## config.mk

```make
export PLATFORM = sky130hd
export DESIGN_NAME = fetch_queue
export DESIGN_NICKNAME = d
export VERILOG_FILES = /design/src/rtl/fetch_queue.sv
export SDC_FILE = /design/constraint.sdc
export NUM_CORES = 1
export LEC_CHECK = 0
export CAP_MARGIN = 25
export CORE_MARGIN = 2
export CORE_UTILIZATION = 30
export DETAILED_ROUTE_END_ITERATION = 8
export GPL_TIMING_DRIVEN = 0
export SETUP_SLACK_MARGIN = 0.4
export SYNTH_ARGS = -nofsm -noshare
export SYNTH_HDL_FRONTEND = slang
export SYNTH_SLANG_ARGS = --single-unit
```

## constraint.sdc

```tcl
create_clock -name clk -period 2.55 [get_ports clk]
set_input_delay 0.51 -clock clk [delete_from_list [all_inputs] [get_ports clk]]
set_output_delay 0.51 -clock clk [all_outputs]
set_load 0.02 [all_outputs]
```

## src/rtl/fetch_queue.sv

```systemverilog
// Instruction-fetch front end: sequential PC generation, I-cache request and a
// small circular FIFO of {inst, pc} drained by the decoder, flushed on redirect.
module fetch_queue #(
    parameter int                    INST_WIDTH = 32,
    parameter int                    ADDR_WIDTH = 17,
    parameter int                    DEPTH      = 4,
    parameter logic [ADDR_WIDTH-1:0] RESET_PC   = '0
) (
    input  logic                  clk,
    input  logic                  rst,
    output logic                  icache_ce,
    output logic [ADDR_WIDTH-1:0] icache_addr,
    input  logic                  icache_stall,
    input  logic                  icache_valid,
    input  logic [INST_WIDTH-1:0] icache_inst,
    output logic                  dec_valid,
    output logic [INST_WIDTH-1:0] dec_inst,
    output logic [ADDR_WIDTH-1:0] dec_pc,
    input  logic                  dec_ready,
    input  logic                  redirect,
    input  logic [ADDR_WIDTH-1:0] redirect_pc
);

    localparam int PTR_W = $clog2(DEPTH);
    localparam int CNT_W = PTR_W + 1;
    localparam logic [CNT_W-1:0] FULL_CNT = CNT_W'(DEPTH);

    logic [ADDR_WIDTH-1:0] pc;
    logic [PTR_W-1:0]      head;
    logic [PTR_W-1:0]      tail;
    logic [CNT_W-1:0]      count;

    logic [INST_WIDTH-1:0] mem_inst [DEPTH];
    logic [ADDR_WIDTH-1:0] mem_pc   [DEPTH];

    logic push;
    logic pop;

    // A full queue never requests, even if the decoder frees a slot this cycle.
    assign icache_ce   = rst & ~redirect & (count != FULL_CNT);
    assign icache_addr = pc;
    assign push        = icache_ce & ~icache_stall & icache_valid;

    assign dec_valid = (count != '0);
    assign pop       = dec_valid & dec_ready & ~redirect;
    assign dec_inst  = dec_valid ? mem_inst[head] : '0;
    assign dec_pc    = dec_valid ? mem_pc[head]   : '0;

    always_ff @(posedge clk or negedge rst) begin
        if (!rst) begin
            pc    <= RESET_PC;
            head  <= '0;
            tail  <= '0;
            count <= '0;
        end else if (redirect) begin
            pc    <= redirect_pc;
            head  <= '0;
            tail  <= '0;
            count <= '0;
        end else begin
            if (push) begin
                pc   <= pc + ADDR_WIDTH'(4);
                tail <= tail + PTR_W'(1);
            end
            if (pop) begin
                head <= head + PTR_W'(1);
            end
            case ({push, pop})
                2'b10:   count <= count + CNT_W'(1);
                2'b01:   count <= count - CNT_W'(1);
                default: count <= count;
            endcase
        end
    end

    // Payload storage carries no reset; dec_valid gates what the decoder sees.
    always_ff @(posedge clk) begin
        if (push) begin
            mem_inst[tail] <= icache_inst;
            mem_pc[tail]   <= pc;
        end
    end

endmodule

```

After elaboration in Yosys (flattened, before gate mapping)
Memory sizes are Yosys's and may differ from the RTL's. Index checks and enable logic that the tools add are counted.

Bits in registers: 24. Output and inout bits: 68. Memories: 2. Memory bits (writable): 196.

Memory list: mem_inst (depth 4, width 32, rd ports 1, clocked after Yosys merged registers in 0, write ports 1, RTL line 33) `logic [INST_WIDTH-1:0] mem_inst [DEPTH];`; mem_pc (depth 4, width 17, rd ports 1, clocked after Yosys merged registers in 0, write ports 1, RTL line 34) `logic [ADDR_WIDTH-1:0] mem_pc [DEPTH];`.

Muxes and demuxes: 12. Reduce and logical (&&, ||, !) cells: 4. Add/sub/neg operators: 5. Bitwise operators: 8. Equal/unequal tests: 3.

Operator list (count): $mux 17 (3); $mux 32 (1); $add 17x3->17 const B (1); $mux 2 (4); $and 1x1->1 (6); $pmux 3 s2 (1); $reduce_bool 3->1 (2); $add 2x1->2 const B (2); $reduce_bool 2->1 (2); $add 3x1->3 const B (1); $mux 3 (1); $ne 3x3->1 const B (1); $sub 3x1->3 const B (1); $eq 2x1->1 const B (1); $eq 2x2->1 const B (1); $mux 1 (2); $not 1->1 (2).

Depth between registers and ports, before layout
Depth after elaboration: 8. Depth in mapped cells: 9. Mapped depth without buffers: 8.

Worst setup path before layout
OpenSTA, ideal clock, no wires.

Kind: input port to flip-flop. Start point: input port redirect. End point: memory mem_inst[0][0] (enable). Data required time: 2138 ps. Library setup time: 412 ps. Setup slack: -104 ps. Data arrival time: 2242 ps. Stages: 3. Cells stage by stage: nor4bb_1 > buf_2 > and3_1.

Cells in the longest elaborated chain, start to end: 7.

RTL lines: from (decl) (RTL line 20) `input logic redirect,`; $not 1->1 (RTL line 40) `assign icache_ce = rst & ~redirect & (count != FULL_CNT);`; $and 1x1->1 (2 in a row) (RTL line 40); $and 1x1->1 (2 in a row) (RTL line 42) `assign push = icache_ce & ~icache_stall & icache_valid;`; $mux 1 (RTL line 78) `if (push) begin`; $mux 1 (not written as such) (RTL line 79) `mem_inst[tail] <= icache_inst;`; to (decl) (RTL line 33).

Every way passes these cells.

Worst setup path in the final report
Start point: register head[0]. End point: output port dec_inst[22].

Cells in the longest elaborated chain, start to end: 2.

RTL lines: from (decl) (RTL line 29) `logic [PTR_W-1:0] head;`; from (signal assigned) (RTL line 66) `head <= head + PTR_W'(1);`; $mem_v2 4x32; $mux 32 (RTL line 46) `assign dec_inst = dec_valid ? mem_inst[head] : '0;`; to (decl) (RTL line 17) `output logic [INST_WIDTH-1:0] dec_inst,`.

Every way passes these cells.

==> metrics <==
Final Skew=0.00588 ns; Worst Tran Pin Value=0.592 ns; Final min period=2.67 ns; Clock Pin Slew Worst Setup and Hold Paths=0.06 ns; Final GP Congestion=0.789; post-synth top area share=0.662; Fillers=between 2,000 and 3,000; Placed Area=10,600 µm²; WP data required=2.04 ns; Post-DP HPWL=around 12 mm; final WL=20.5 mm; first drt pass iteration count=6; PnR worst setup slack=-0.124 ns; Reg area=6500 µm²; post-place setup slack=-1.01 ns; post-synth top area cell=edfxtp_1; layout cells sized above 1=0.395; Die Span Y=between 150 and 200 µm; synth cell count leaders=edfxtp_1, and2_1, mux4_2; Core Area=29,400 µm²; register area share after synthesis=0.730; Mean Syn Cell Area=19.0 µm²; Avg WL per Cell=19.3 µm; PwrDens=1010 nW/µm²; port bufs=between 100 and 150; prevailing post-synth register cell=edfxtp_1; Placed Cells=between 900 and 1,000; antenna cell count=0; ANT nets after route=0; RSZ-0062 raised after global routing=yes; largest net degree at the start of global routing=26; part of the cycle the worst path needs=1.05; largest cells by area after synthesis=edfxtp_1, mux4_2, dfrtp_1; worst-skew pair later-pin latency=0.50 ns; Slew Viols, Final=0; Max Clk Rate=between 300 and 400 MHz; P&R area growth vs syn=37.9%; DRC Markers=0; post-synthesis cell type count=between 40 and 50; multiplexer share of the synthesized area=0.132; Synth Register Bits=220; initial core utilization=0.302; most frequent cell after synthesis=edfxtp_1; R2R setup slack=0.21 ns; Synthesis Warnings=0; die area=31,000 µm²; final cell count without fillers=1,061; VDD IR-drop max=0.000401 V; I/O pins=roughly 120; first-pass GRT wire length=~31 mm; vias in the first global route=5,292; post-synthesis compound-gate area fraction=0.0304; final hold slack=0.563 ns; Simple-Gate Fraction of Synth Area=0.0815; leakage dissipation=0.00428 µW; die span in x=176 µm; Synth Instances=469; Num CTS Buffers=24; GRT Residual Overflow=0; post-layout net count=roughly 710; Final setup viols=40; crit start category=flop; clk root buf=clkbuf_16; # rows=63; Post-Syn Nets=530; Post-synth EDFFs=196; Slew Limit Headroom=0.604; clock sink total=220; Tightest Hold Check Type=reg -> reg; Power, Total=approximately 12,000 µW; via count=5,026; outcome=finished, violations left; Async SR Flop Fraction=0.109; final hold vios=0; gr usage total=0.132; Multi-input gate area=2500 µm²; xor and xnor area share after synthesis=0.00296; DRT iter0 DRCs=247; Setup CP Type=reg -> out; post-layout instance area=approximately 12,000 µm²; vias per cell=4.74; largest family of logic cells by synthesized area=multiplexers; initial antenna violation count=0; max cap viols=0; worst-path fanout max=8; CTS tree=built; H-Tree Depth=1; CP Data Arrival Time=~2.2 ns; CP endpoint kind=primary output; Netlist Area Pre-Place=8890 µm²; failing checks=setup timing; deepest clock path buffer count=3; fraction of the mapped netlist area in adder cells=0.00929
## placed cells by master, fill, tap and decap left out, types with 3 or more instances in the layout
| cell type | netlist | routed |
|---|---|---|
| clkbuf_16 | 0 | 28 |
| mux2i_1 | 3 | 3 |
| nand2_1 | 16 | 15 |
| o21ai_0 | 10 | 10 |
| clkbuf_8 | 0 | 6 |
| buf_4 | 0 | 13 |
| a221o_1 | 6 | 6 |
| clkdlybuf4s50_1 | 0 | 52 |
| nand4_1 | 5 | 5 |
| and2_1 | 49 | 13 |
| o311ai_0 | 7 | 7 |
| ha_1 | 5 | 5 |
| bufinv_16 | 0 | 3 |
| nor3_1 | 4 | 3 |
| buf_12 | 0 | 11 |
| inv_1 | 3 | 3 |
| clkbuf_1 | 15 | 5 |
| buf_16 | 0 | 3 |
| mux4_2 | 49 | 49 |
| and3_1 | 7 | 3 |
| dfrtp_1 | 24 | 11 |
| edfxtp_1 | 196 | 196 |
| and3_4 | 0 | 8 |
| clkinv_2 | 0 | 5 |
| clkbuf_4 | 0 | 7 |
| dfrtp_2 | 0 | 13 |
| buf_6 | 2 | 48 |
| buf_2 | 8 | 15 |
| dlymetal6s2s_1 | 0 | 6 |
| nor2_1 | 7 | 6 |
| and2_4 | 0 | 36 |
| dlygate4sd2_1 | 0 | 12 |
| nor2b_1 | 8 | 8 |
| nand3_1 | 9 | 9 |
## state kept, by name, indices dropped and copies added, names as in the netlist
name         count
count            3
head             2
icache_addr     17
mem_inst       128
mem_pc          68
tail             2
## routing by layer
layer | up-vias | track usage | part of all wire
met5 | - | 0 | 0
met4 | 0 | 0.0337 | 0.018
met3 | 35 | 0.0222 | 0.051
met2 | 140 | 0.231 | 0.51
met1 | 2589 | 0.171 | 0.42
li1 | 2262 | - | -
## path summary, 6_finish.rpt
kind | startpoint | endpoint | cells past startpoint
min in group asynchronous | rst | icache_addr[1] | 2
worst min-delay path | icache_addr[0] | mem_pc[1][0] | 0
worst min register to register | icache_addr[0] | mem_pc[1][0] | 0
max in group asynchronous | rst | icache_addr[10] | 3
worst max register to register | count[2] | count[2] | 11
worst max-delay path | head[0] | dec_inst[22] | 7
## per-stage QoR
stage / TNS, ns / util
after CTS: -4.06 / 0.409
after floorplan: 0 / -
after global placement: -338.89 / 0.361
after detailed placement: -216.70 / 0.362
final: -2.45 / 0.417
after global routing: -6.04 / 0.417
## where the power goes
part / internal, µW / switching (µW)
logic: 2690 / 2050
clock network: 2180 / 1330
registers: 4050 / 105
total: 8910 / 3480
## kinds of logic (layout without fill, tap and decap cells)
kind of cell | after synthesis | count (layout)
AO/OA/AOI/OAI | 35 | 35
XOR/XNOR | 3 | 3
adder cells (fa/ha/maj) | 6 | 6
buffers and inverters | 28 | 226
flip-flops | 220 | 220
multiplexers | 55 | 55
AND/OR/NAND/NOR | 122 | 126
## final cells by class
cell class,count,share of cell area
buffer,25,0.0260
clock buffer,32,0.0556
clock inverter,12,0.0114
inverter,3,0.000918
multi-input combinational,225,0.204
sequential,220,0.530
tap,390,0.0398
timing repair buffer,154,0.133
## worst max-delay path, stage by stage (launching register included)
cell	delay, ns
dfrtp_1	0.37
clkbuf_16	0.19
buf_6	0.11
buf_12	0.10
buf_16	0.12
mux4_2	0.49
and2_4	0.15
buf_6	0.12
## what timing repair did
action,in CTS,in global routing
gates resized for setup,393,45
hold endpoints to repair,12,0
setup endpoints to repair,281,58
buffers inserted,15,9
hold buffers,2,0
cloned,8,1
pin swaps,29,12
(Power assumes the default switching activity.)
